==> config.mk <==
export PLATFORM = sky130hd
export DESIGN_NAME = layer_wr_sched_flat
export DESIGN_NICKNAME = d
export VERILOG_FILES = /design/src/rtl/layer_wr_sched_pkg.sv /design/src/rtl/layer_wr_sched_if.sv /design/src/rtl/sched_hold_reg.sv /design/src/rtl/layer_wr_sched.sv /design/src/flat_wrapper.sv
export SDC_FILE = /design/constraint.sdc
export NUM_CORES = 1
export LEC_CHECK = 0
export CORE_ASPECT_RATIO = 0.5
export CORE_MARGIN = 4
export CORE_UTILIZATION = 56
export CTS_BUF_LIST = sky130_fd_sc_hd__clkbuf_4 sky130_fd_sc_hd__clkbuf_8
export CTS_CLUSTER_SIZE = 24
export DETAILED_ROUTE_END_ITERATION = 10
export GPL_TIMING_DRIVEN = 0
export HOLD_SLACK_MARGIN = 0.15
export PLACE_DENSITY = 0.95
export SYNTH_ARGS = -nofsm -noshare
export SYNTH_HDL_FRONTEND = slang
export SYNTH_SLANG_ARGS = --single-unit
export TNS_END_PERCENT = 50
==> constraint.sdc <==
create_clock -name clk -period 3.5 [get_ports clk]
set_clock_uncertainty 0.05 [all_clocks]
set_input_delay 0.875 -clock clk [delete_from_list [all_inputs] [get_ports clk]]
set_output_delay 0.875 -clock clk [all_outputs]
set_load 0.01 [all_outputs]
==> src/rtl/layer_wr_sched_pkg.sv <==
// Shared types, widths and csel encodings for the layer write-port scheduler.
package layer_wr_sched_pkg;

    localparam int unsigned DATAW  = 20;
    localparam int unsigned ADDRW  = 12;
    localparam int unsigned PADDRW = 10;

    localparam logic [2:0] SEL_NONE = 3'b000;
    localparam logic [2:0] SEL_L0K0 = 3'b001;
    localparam logic [2:0] SEL_L0K1 = 3'b010;
    localparam logic [2:0] SEL_L1K0 = 3'b011;
    localparam logic [2:0] SEL_L1K1 = 3'b100;
    localparam logic [2:0] SEL_L2   = 3'b101;

    typedef enum logic [1:0] {
        ST_IDLE = 2'd0,
        ST_CONV = 2'd1,
        ST_MXPL = 2'd2
    } state_t;

    typedef enum logic {
        GNT_CONV = 1'b0,
        GNT_MXPL = 1'b1
    } grant_t;

    typedef struct packed {
        logic [ADDRW-1:0] addr;
        logic [DATAW-1:0] d0;
        logic [DATAW-1:0] d1;
    } convPay_t;

    typedef struct packed {
        logic              last;
        logic [PADDRW-1:0] addr;
        logic [DATAW-1:0]  d0;
        logic [DATAW-1:0]  d1;
    } mxplPay_t;

    // Pooled pixel address placed in the 64x64 memory space.
    function automatic logic [ADDRW-1:0] poolAddr(input logic [PADDRW-1:0] a);
        return ADDRW'(a);
    endfunction

    // Flattened address: two consecutive words per pooled pixel.
    function automatic logic [ADDRW-1:0] flatAddr(input logic [PADDRW-1:0] a, input logic lsb);
        return ADDRW'({a, lsb});
    endfunction

endpackage

==> src/rtl/layer_wr_sched_if.sv <==
// Requester handshakes and result-memory write port of the layer write scheduler.
interface layer_wr_sched_if;
    import layer_wr_sched_pkg::*;

    logic              conv_valid;
    logic              conv_ready;
    logic [ADDRW-1:0]  conv_addr;
    logic [DATAW-1:0]  conv_d0;
    logic [DATAW-1:0]  conv_d1;

    logic              mxpl_valid;
    logic              mxpl_ready;
    logic [PADDRW-1:0] mxpl_addr;
    logic [DATAW-1:0]  mxpl_d0;
    logic [DATAW-1:0]  mxpl_d1;
    logic              mxpl_last;

    logic              cwr;
    logic [2:0]        csel;
    logic [ADDRW-1:0]  caddr_wr;
    logic [DATAW-1:0]  cdata_wr;

    modport master (
        output conv_valid, conv_addr, conv_d0, conv_d1,
        output mxpl_valid, mxpl_addr, mxpl_d0, mxpl_d1, mxpl_last,
        input  conv_ready, mxpl_ready,
        input  cwr, csel, caddr_wr, cdata_wr
    );

    modport slave (
        input  conv_valid, conv_addr, conv_d0, conv_d1,
        input  mxpl_valid, mxpl_addr, mxpl_d0, mxpl_d1, mxpl_last,
        output conv_ready, mxpl_ready,
        output cwr, csel, caddr_wr, cdata_wr
    );

endinterface

==> src/rtl/sched_hold_reg.sv <==
// Single-entry payload holding register with valid/ready capture and drain clear.
module sched_hold_reg #(
    parameter int unsigned W = 8
) (
    input  logic         clk,
    input  logic         reset,
    input  logic         valid,
    output logic         ready,
    input  logic [W-1:0] din,
    input  logic         drain,
    output logic         full,
    output logic [W-1:0] dout
);

    // ready is kept as its own flop so it is always the exact inverse of full.
    always_ff @(posedge clk) begin
        if (reset) begin
            full  <= 1'b0;
            ready <= 1'b1;
            dout  <= '0;
        end else if (valid && ready) begin
            full  <= 1'b1;
            ready <= 1'b0;
            dout  <= din;
        end else if (drain) begin
            full  <= 1'b0;
            ready <= 1'b1;
        end
    end

endmodule

==> src/rtl/layer_wr_sched.sv <==
// Write-port scheduler: expands conv pairs (2 beats) and max-pool pairs (4 beats)
// onto the single result-memory port with round-robin arbitration and busy/done.
module layer_wr_sched
    import layer_wr_sched_pkg::*;
(
    input  logic             clk,
    input  logic             reset,
    input  logic             start,
    output logic             busy,
    output logic             done,
    layer_wr_sched_if.slave  bus
);

    localparam int unsigned CONV_W = $bits(convPay_t);
    localparam int unsigned MXPL_W = $bits(mxplPay_t);

    convPay_t convIn;
    convPay_t convHeld;
    mxplPay_t mxplIn;
    mxplPay_t mxplHeld;
    logic     convFull;
    logic     mxplFull;
    logic     drainConv;
    logic     drainMxpl;

    state_t     state;
    state_t     stateNext;
    logic [1:0] beat;
    logic [1:0] beatNext;
    grant_t     lastGrant;
    grant_t     lastGrantNext;
    logic       doneArm;
    logic       doneArmNext;

    logic             cwrReg;
    logic             cwrNext;
    logic [2:0]       cselReg;
    logic [2:0]       cselNext;
    logic [ADDRW-1:0] caddrReg;
    logic [ADDRW-1:0] caddrNext;
    logic [DATAW-1:0] cdataReg;
    logic [DATAW-1:0] cdataNext;

    assign convIn = '{addr: bus.conv_addr, d0: bus.conv_d0, d1: bus.conv_d1};
    assign mxplIn = '{last: bus.mxpl_last, addr: bus.mxpl_addr, d0: bus.mxpl_d0, d1: bus.mxpl_d1};

    sched_hold_reg #(.W(CONV_W)) u_convHold (
        .clk   (clk),
        .reset (reset),
        .valid (bus.conv_valid),
        .ready (bus.conv_ready),
        .din   (convIn),
        .drain (drainConv),
        .full  (convFull),
        .dout  (convHeld)
    );

    sched_hold_reg #(.W(MXPL_W)) u_mxplHold (
        .clk   (clk),
        .reset (reset),
        .valid (bus.mxpl_valid),
        .ready (bus.mxpl_ready),
        .din   (mxplIn),
        .drain (drainMxpl),
        .full  (mxplFull),
        .dout  (mxplHeld)
    );

    // State, beat counter, arbitration history and registered write port.
    always_ff @(posedge clk) begin
        if (reset) begin
            state     <= ST_IDLE;
            beat      <= 2'd0;
            lastGrant <= GNT_MXPL;
            doneArm   <= 1'b0;
            busy      <= 1'b0;
            done      <= 1'b0;
            cwrReg    <= 1'b0;
            cselReg   <= SEL_NONE;
            caddrReg  <= '0;
            cdataReg  <= '0;
        end else begin
            state     <= stateNext;
            beat      <= beatNext;
            lastGrant <= lastGrantNext;
            doneArm   <= doneArmNext;
            done      <= doneArm;
            cwrReg    <= cwrNext;
            cselReg   <= cselNext;
            caddrReg  <= caddrNext;
            cdataReg  <= cdataNext;
            if (doneArm) begin
                busy <= 1'b0;
            end else if (start) begin
                busy <= 1'b1;
            end
        end
    end

    // Grants wait for a cycle with no beat on the port, which yields the idle gap.
    always_comb begin
        stateNext     = state;
        beatNext      = beat;
        lastGrantNext = lastGrant;
        doneArmNext   = 1'b0;
        drainConv     = 1'b0;
        drainMxpl     = 1'b0;
        cwrNext       = 1'b0;
        cselNext      = SEL_NONE;
        caddrNext     = caddrReg;
        cdataNext     = cdataReg;

        unique case (state)
            ST_IDLE: begin
                if (!cwrReg) begin
                    if (convFull && (!mxplFull || lastGrant == GNT_MXPL)) begin
                        stateNext     = ST_CONV;
                        beatNext      = 2'd1;
                        lastGrantNext = GNT_CONV;
                        cwrNext       = 1'b1;
                        cselNext      = SEL_L0K0;
                        caddrNext     = convHeld.addr;
                        cdataNext     = convHeld.d0;
                    end else if (mxplFull) begin
                        stateNext     = ST_MXPL;
                        beatNext      = 2'd1;
                        lastGrantNext = GNT_MXPL;
                        cwrNext       = 1'b1;
                        cselNext      = SEL_L1K0;
                        caddrNext     = poolAddr(mxplHeld.addr);
                        cdataNext     = mxplHeld.d0;
                    end
                end
            end
            ST_CONV: begin
                cwrNext   = 1'b1;
                cselNext  = SEL_L0K1;
                caddrNext = convHeld.addr;
                cdataNext = convHeld.d1;
                drainConv = 1'b1;
                stateNext = ST_IDLE;
                beatNext  = 2'd0;
            end
            ST_MXPL: begin
                cwrNext = 1'b1;
                unique case (beat)
                    2'd1: begin
                        cselNext  = SEL_L2;
                        caddrNext = flatAddr(mxplHeld.addr, 1'b0);
                        cdataNext = mxplHeld.d0;
                        beatNext  = 2'd2;
                    end
                    2'd2: begin
                        cselNext  = SEL_L1K1;
                        caddrNext = poolAddr(mxplHeld.addr);
                        cdataNext = mxplHeld.d1;
                        beatNext  = 2'd3;
                    end
                    default: begin
                        cselNext    = SEL_L2;
                        caddrNext   = flatAddr(mxplHeld.addr, 1'b1);
                        cdataNext   = mxplHeld.d1;
                        drainMxpl   = 1'b1;
                        doneArmNext = mxplHeld.last;
                        stateNext   = ST_IDLE;
                        beatNext    = 2'd0;
                    end
                endcase
            end
            default: begin
                stateNext = ST_IDLE;
                beatNext  = 2'd0;
            end
        endcase
    end

    assign bus.cwr      = cwrReg;
    assign bus.csel     = cselReg;
    assign bus.caddr_wr = caddrReg;
    assign bus.cdata_wr = cdataReg;

endmodule

==> src/flat_wrapper.sv <==
// flat-port wrapper written by rule: the top's interface ports become plain ports
module layer_wr_sched_flat import layer_wr_sched_pkg::*;
  (clk, reset, start, busy, done, bus_conv_valid, bus_conv_addr, bus_conv_d0, bus_conv_d1, bus_mxpl_valid, bus_mxpl_addr, bus_mxpl_d0, bus_mxpl_d1, bus_mxpl_last, bus_conv_ready, bus_mxpl_ready, bus_cwr, bus_csel, bus_caddr_wr, bus_cdata_wr);
  layer_wr_sched_if bus_i ();
  input  logic clk;
  input  logic reset;
  input  logic start;
  output logic busy;
  output logic done;
  input wire logic [$bits(bus_i.conv_valid)-1:0] bus_conv_valid;
  input wire logic [$bits(bus_i.conv_addr)-1:0] bus_conv_addr;
  input wire logic [$bits(bus_i.conv_d0)-1:0] bus_conv_d0;
  input wire logic [$bits(bus_i.conv_d1)-1:0] bus_conv_d1;
  input wire logic [$bits(bus_i.mxpl_valid)-1:0] bus_mxpl_valid;
  input wire logic [$bits(bus_i.mxpl_addr)-1:0] bus_mxpl_addr;
  input wire logic [$bits(bus_i.mxpl_d0)-1:0] bus_mxpl_d0;
  input wire logic [$bits(bus_i.mxpl_d1)-1:0] bus_mxpl_d1;
  input wire logic [$bits(bus_i.mxpl_last)-1:0] bus_mxpl_last;
  output wire logic [$bits(bus_i.conv_ready)-1:0] bus_conv_ready;
  output wire logic [$bits(bus_i.mxpl_ready)-1:0] bus_mxpl_ready;
  output wire logic [$bits(bus_i.cwr)-1:0] bus_cwr;
  output wire logic [$bits(bus_i.csel)-1:0] bus_csel;
  output wire logic [$bits(bus_i.caddr_wr)-1:0] bus_caddr_wr;
  output wire logic [$bits(bus_i.cdata_wr)-1:0] bus_cdata_wr;
  assign bus_i.conv_valid = bus_conv_valid;
  assign bus_i.conv_addr = bus_conv_addr;
  assign bus_i.conv_d0 = bus_conv_d0;
  assign bus_i.conv_d1 = bus_conv_d1;
  assign bus_i.mxpl_valid = bus_mxpl_valid;
  assign bus_i.mxpl_addr = bus_mxpl_addr;
  assign bus_i.mxpl_d0 = bus_mxpl_d0;
  assign bus_i.mxpl_d1 = bus_mxpl_d1;
  assign bus_i.mxpl_last = bus_mxpl_last;
  assign bus_conv_ready = bus_i.conv_ready;
  assign bus_mxpl_ready = bus_i.mxpl_ready;
  assign bus_cwr = bus_i.cwr;
  assign bus_csel = bus_i.csel;
  assign bus_caddr_wr = bus_i.caddr_wr;
  assign bus_cdata_wr = bus_i.cdata_wr;
  layer_wr_sched u_core (.clk(clk), .reset(reset), .start(start), .busy(busy), .done(done), .bus(bus_i));
endmodule
==> flow_summary.toml, run 1 <==
[outcome]
status = "finished clean"

[setup_path]
critPathKind = "input pin to register"
cp-end-kind = "register"
crit_fanout = 10
startpoint_type = "input pin"
crit_arrival_ns = 2.90
cp_top_family = "buffers and inverters"
cpMostUsedCell = "clkbuf_1"
cpPeakStageDelay_ns = 0.61
crit_path_top_delay_cell = "clkbuf_1"
path_cells = "clkdlybuf4s50_1, clkbuf_1, clkbuf_1, clkbuf_1, a21oi_1"
crit_required_ns = 3.76
r2r_slack_ns = 1.24
crit_buf_inv = 4

[final_layout]
final_cells = 1085
fillers = 774
final_layout_size_suffix_gt1_frac = 0.07660
fin_nets = 1042
area_growth_pct = 32.02
insertedDiodeCount = 0

[power_and_ir_drop]
total_power_mw = 5.222
p_per_area_mw_per_mm2 = 611.6
power.leakage_nw = 3.458
vdd_drop_max_v = 0.0003571

[timing]
slew_headroom = 0.5264
post-route-period-util = 0.7532
min_period_ns = 2.636
grt_setup_unrepaired = "no"
setup_viol = 0
fin_setup_tns_ns = 0
slew_viol_final = 0
max_clock_freq_ghz = 0.3793
hold_slack_ns = 0.3681
fin_ws_ns = 0.8636
tightest_slew_ns = 0.7104
final_hold_viol_count = 0

[clock_network]
clk_latency_ns = 0.46
cts.clk_slew.worst_paths_ns = 0.08
cts_resized = 0
clock_path_buffers = 2
cts_tree = "built"
clkSinkCount = 151
cts-htree-levels = 4
cts_root_buf = "clkbuf_8"
numCtsBuffers = 17
cts_setup_buffers = 0
hold_buffers = 0

[grt]
use_met1 = 0.3856
grt_pass1_wl_um = 33350
grt_max_degree = 17
antenna_found_initial = 0
track_usage = 0.3093
met3_usage = 0.06857
met2_usage = 0.5079
grt_remaining_overflow = 0
grt_pass1_vias = 6635
gr-max-usage-layer = "met2"

[synthesis]
muxShareOfSynthArea = 0.04063
syn_inst = 761
synth-edff-count = 0
synth_fp_nets = 876
synth-main-ff-cell = "dfxtp_1"
async_reset_ff_frac = 0
ys_types = 36
ys_warn_count = 0
yosys.area_share.xor_xnor = 0
synth-compound-area-share = 0.2414
netlist_area_mm2 = 0.006467
synth_top_family_by_area = "compound AO/OA/AOI/OAI gates"
avgSynthCellArea_um2 = 8.499
ys_ff_latch = 151
yosysSeqAreaShare = 0.4674
synthAdderAreaFrac = 0.01354
yosys.area_share.simple = 0.1857

[detailed_routing]
route.detailed.wl_per_inst_um = 19.52
drt_iter0_drc = 753
wirelength_um = 21180
vias = 6692
route.detailed.drc = 0
ant_nets = 0
avgViaCountPerCell = 6.168
drt-pass1-iter-count = 7

[die]
core_mm2 = 0.01115
die_x_um = 160.0
io_pins = 148
num_rows = 27
initial_utilization = 0.5801
die_area_mm2 = 0.01344
die_h_um = 83.99

[job]
cap_violations = 0

[placed_design]
io_buffers = 147
dp_cells = 1053
gp_congestion = 0.9299
dp_hpwl_um = 15040
post-place-ws_ns = 0.4655

[worst_hold_path]
holdCritPathClass = "register to register"
## metal layers
| metal | share of wire | vias to the layer above |
|---|---|---|
| met5 | 0 | - |
| met4 | 0.044 | 0 |
| met3 | 0.11 | 110 |
| met2 | 0.46 | 468 |
| met1 | 0.38 | 3105 |
| li1 | - | 3009 |
## Yosys cell counts, drive strengths merged (2+ instances only)
master	n	share of area
nand2	233	0.14
dfxtp	151	0.47
a21oi	117	0.091
clkbuf	46	0.027
a32o	31	0.048
and3	30	0.029
a211o	29	0.039
a221o	29	0.045
buf	22	0.021
mux2	20	0.041
ha	7	0.014
inv	6	0.0035
nor2	6	0.0035
and2	5	0.0048
nand2b	4	0.0043
nor2b	4	0.0039
o21bai	4	0.0046
o21ai	3	0.0023
a211oi	2	0.0023
a32oi	2	0.0027
## flip-flops by register name (all words and copies together), names as in the netlist, 2 cells and up
register	cells
u_core.u_mxplHold.dout	51
u_core.beat	2
u_core.bus.cdata_wr	20
u_core.u_convHold.dout	52
u_core.bus.caddr_wr	12
u_core.state	2
u_core.bus.csel	3
## where the power goes
group          leakage [nW]  total [mW]  internal [mW]  switching [mW]
sequential             1.24        2.08           1.93           0.148
combinational          2.02        1.74          0.822           0.917
clock                 0.195        1.41          0.717           0.692
total                  3.46        5.22           3.47            1.76
## per-stage QoR
stage	instance area, µm²	utilization
finish	8538	0.7659
floorplan	6467	-
global placement	8120	0.7284
global route	8538	0.7659
CTS	8538	0.7659
detailed placement	8120	0.7284
## cells in the final DEF, fill, tap and decap left out, drive strengths merged, types with 2 or more instances in the layout
cell	n
a211o	29
a211oi	2
a21oi	117
a221o	29
a32o	31
a32oi	2
and2	5
and3	30
buf	22
bufinv	3
clkbuf	64
clkdlybuf4s50	147
clkinv	4
clkinvlp	5
dfxtp	151
ha	7
inv	8
mux2	20
nand2	233
nand2b	4
nor2	6
nor2b	4
o21ai	3
o21bai	4
## worst register-to-register path, cell delays in order (launching register included)
cell and delay (ns):
dfxtp_1 0.41, inv_1 0.12, ha_1 0.29, buf_2 0.19, inv_1 0.13, clkbuf_1 0.33, a221o_1 0.38, a32o_1 0.26
## final timing paths
check                        from                        end  depth (start not counted)
setup / recovery            reset  u_core.u_convHold.dout[0]                          5
hold / removal     u_core.doneArm                u_core.busy                          1
hold reg to reg    u_core.doneArm                u_core.busy                          1
setup reg to reg  u_core.state[0]    u_core.bus.cdata_wr[12]                          7
## area by class of cell
class                           instances  area (µm²)  share of cell area
Buffer                                 68       309.0             0.03620
Clock buffer                           18       241.5             0.02828
Clock inverter                         14       176.4             0.02066
Inverter                                6       22.52            0.002638
Multi-Input combinational cell        536        3113              0.3646
Sequential cell                       151        3023              0.3540
Tap cell                              145       181.4             0.02125
Timing Repair Buffer                  147        1471              0.1723
## kinds of logic (layout without fill, tap and decap cells)
| logic type | after synthesis | count (layout) |
|---|---|---|
| buffers and inverters | 74 | 253 |
| adders and majority gates | 7 | 7 |
| AOI/OAI and AO/OA | 222 | 222 |
| and+or+nand+nor | 287 | 287 |
| DFF | 151 | 151 |
| muxes | 20 | 20 |
Power figures use the tool's default switching activity.
==> run 2, diff against run 1 <==
CORE_UTILIZATION = 47   (was 56)
PLACE_DENSITY = 0.9   (was 0.95)
clock period = 2.3 ns   (was 3.5 ns; I/O delays follow)
==> flow_summary.toml, run 2 (synthesis gave the netlist of run 1 again) <==
[clock_network]
cts_resized = 0
hold_buffers = 0
cts_root_buf = "clkbuf_8"
cts_setup_buffers = 0
cts_tree = "built"
clkSinkCount = 151
cts-htree-levels = 4
clk_latency_ns = 0.46
cts.clk_slew.worst_paths_ns = 0.08
clock_path_buffers = 2
numCtsBuffers = 17

[final_layout]
final_layout_size_suffix_gt1_frac = 0.07979
fin_util = 0.6587
final_cell_mix = "nand2_1, dfxtp_1, clkdlybuf4s50_1, a21oi_1, clkbuf_1"
layout_commonest_cell = "nand2_1"
fillers = 1006
insertedDiodeCount = 0
regMostFlops = "u_core.u_convHold.dout"
fin_nets = 1042
multi_input_area_mm2 = 0.003113
regArea_mm2 = 0.003023
largest_reg_flops = 52
area_growth_pct = 33.04

[detailed_routing]
vias = 6690
route.detailed.wl_per_inst_um = 19.12
drt-pass1-iter-count = 5
ant_nets = 0
avgViaCountPerCell = 6.027
route.detailed.drc = 0
wirelength_um = 21220
drt_iter0_drc = 806

[placed_design]
dp_hpwl_um = 15300
io_buffers = 147
post-place-ws_ns = -0.4514
gp_congestion = 0.9708

[power_and_ir_drop]
total_power_mw = 8.084
vdd_drop_max_v = 0.0004000
power.leakage_nw = 3.489
p_per_area_mw_per_mm2 = 939.6

[worst_hold_path]
holdCritPathClass = "register to register"
whs_path_depth = 1
hp-start = "u_core.doneArm"

[setup_path]
crit_required_ns = 2.65
crit_arrival_ns = 2.68
crit_path_start = "u_core.state[0]"
cp-end-kind = "register"
critPathKind = "register to register"
worstRegToRegCells = 5
startpoint_type = "register"
reg2reg_from = "u_core.state[0]"
crit_fanout = 10

[grt]
grt_pass1_wl_um = 34010
track_usage = 0.2644
antenna_found_initial = 0
grt_remaining_overflow = 0
grt_pass1_vias = 6798
grt_max_degree = 17

[timing]
slew_viol_final = 0
max_clock_freq_ghz = 0.4301
post-route-period-util = 1.011
slew_headroom = 0.5534
grt_setup_unrepaired = "yes"
fin_setup_tns_ns = -0.1393
min_period_ns = 2.325
fin_ws_ns = -0.02492
setup_viol = 10
hold_slack_ns = 0.3683
tightest_slew_ns = 0.6699
final_hold_viol_count = 0

[die]
io_pins = 148
die_h_um = 90.95
initial_utilization = 0.4951
num_rows = 29
core_mm2 = 0.01306
die_x_um = 173.9
die_area_mm2 = 0.01581

[job]
cap_violations = 0

[outcome]
violations = "setup timing"
status = "finished, violations left"
## run 2: cell count changes in the layout (fill, tap and decap cells not counted), sizes merged
| cell | change |
|---|---|
| clkinvlp | -1 |
| bufinv | +1 |
| clkbuf | +2 |
| inv | -2 |
## run 2: routing by layer
metal | up-vias | share of wire | GRT usage
met5 | - | 0 | 0
met4 | 0 | 0.039 | 0.1231
met3 | 94 | 0.11 | 0.06515
met2 | 439 | 0.47 | 0.4424
met1 | 3137 | 0.39 | 0.3251
li1 | 3020 | - | -
## run 2: per-stage QoR
stage          cells  instance area [µm²]
4_1_cts         1110                 8601
6_report        1110                 8605
3_3_place_gp    1078                 8152
3_5_place_dp    1078                 8152
2_1_floorplan    761                 6467
5_1_grt         1110                 8605
## run 2: layout make-up
cell class | instances | share of cell area
tap | 170 | 0.02472
timing repair buffer | 147 | 0.1710
clock inverter | 12 | 0.02021
sequential | 151 | 0.3513
clock buffer | 20 | 0.03199
inverter | 6 | 0.002617
buffer | 68 | 0.03635
multi-input combinational | 536 | 0.3618
## run 2: final timing paths
check,to,slack (ns)
min,u_core.busy,0.37
min reg2reg,u_core.busy,0.37
max,u_core.bus.cdata_wr[1],-0.02
max reg2reg,u_core.bus.cdata_wr[1],-0.02
## run 2: critical path: stages, from the launching register on
cell and delay, ns:
dfxtp_1 0.38, ha_1 0.26, or2_2 0.35, a21oi_1 0.42
clkbuf_1 0.55, a32o_1 0.27
## run 2: power breakdown
part | total, mW | switching [mW] | internal, mW
sequential | 3.15 | 0.215 | 2.93
combinational | 2.64 | 1.39 | 1.25
clock | 2.29 | 1.03 | 1.26
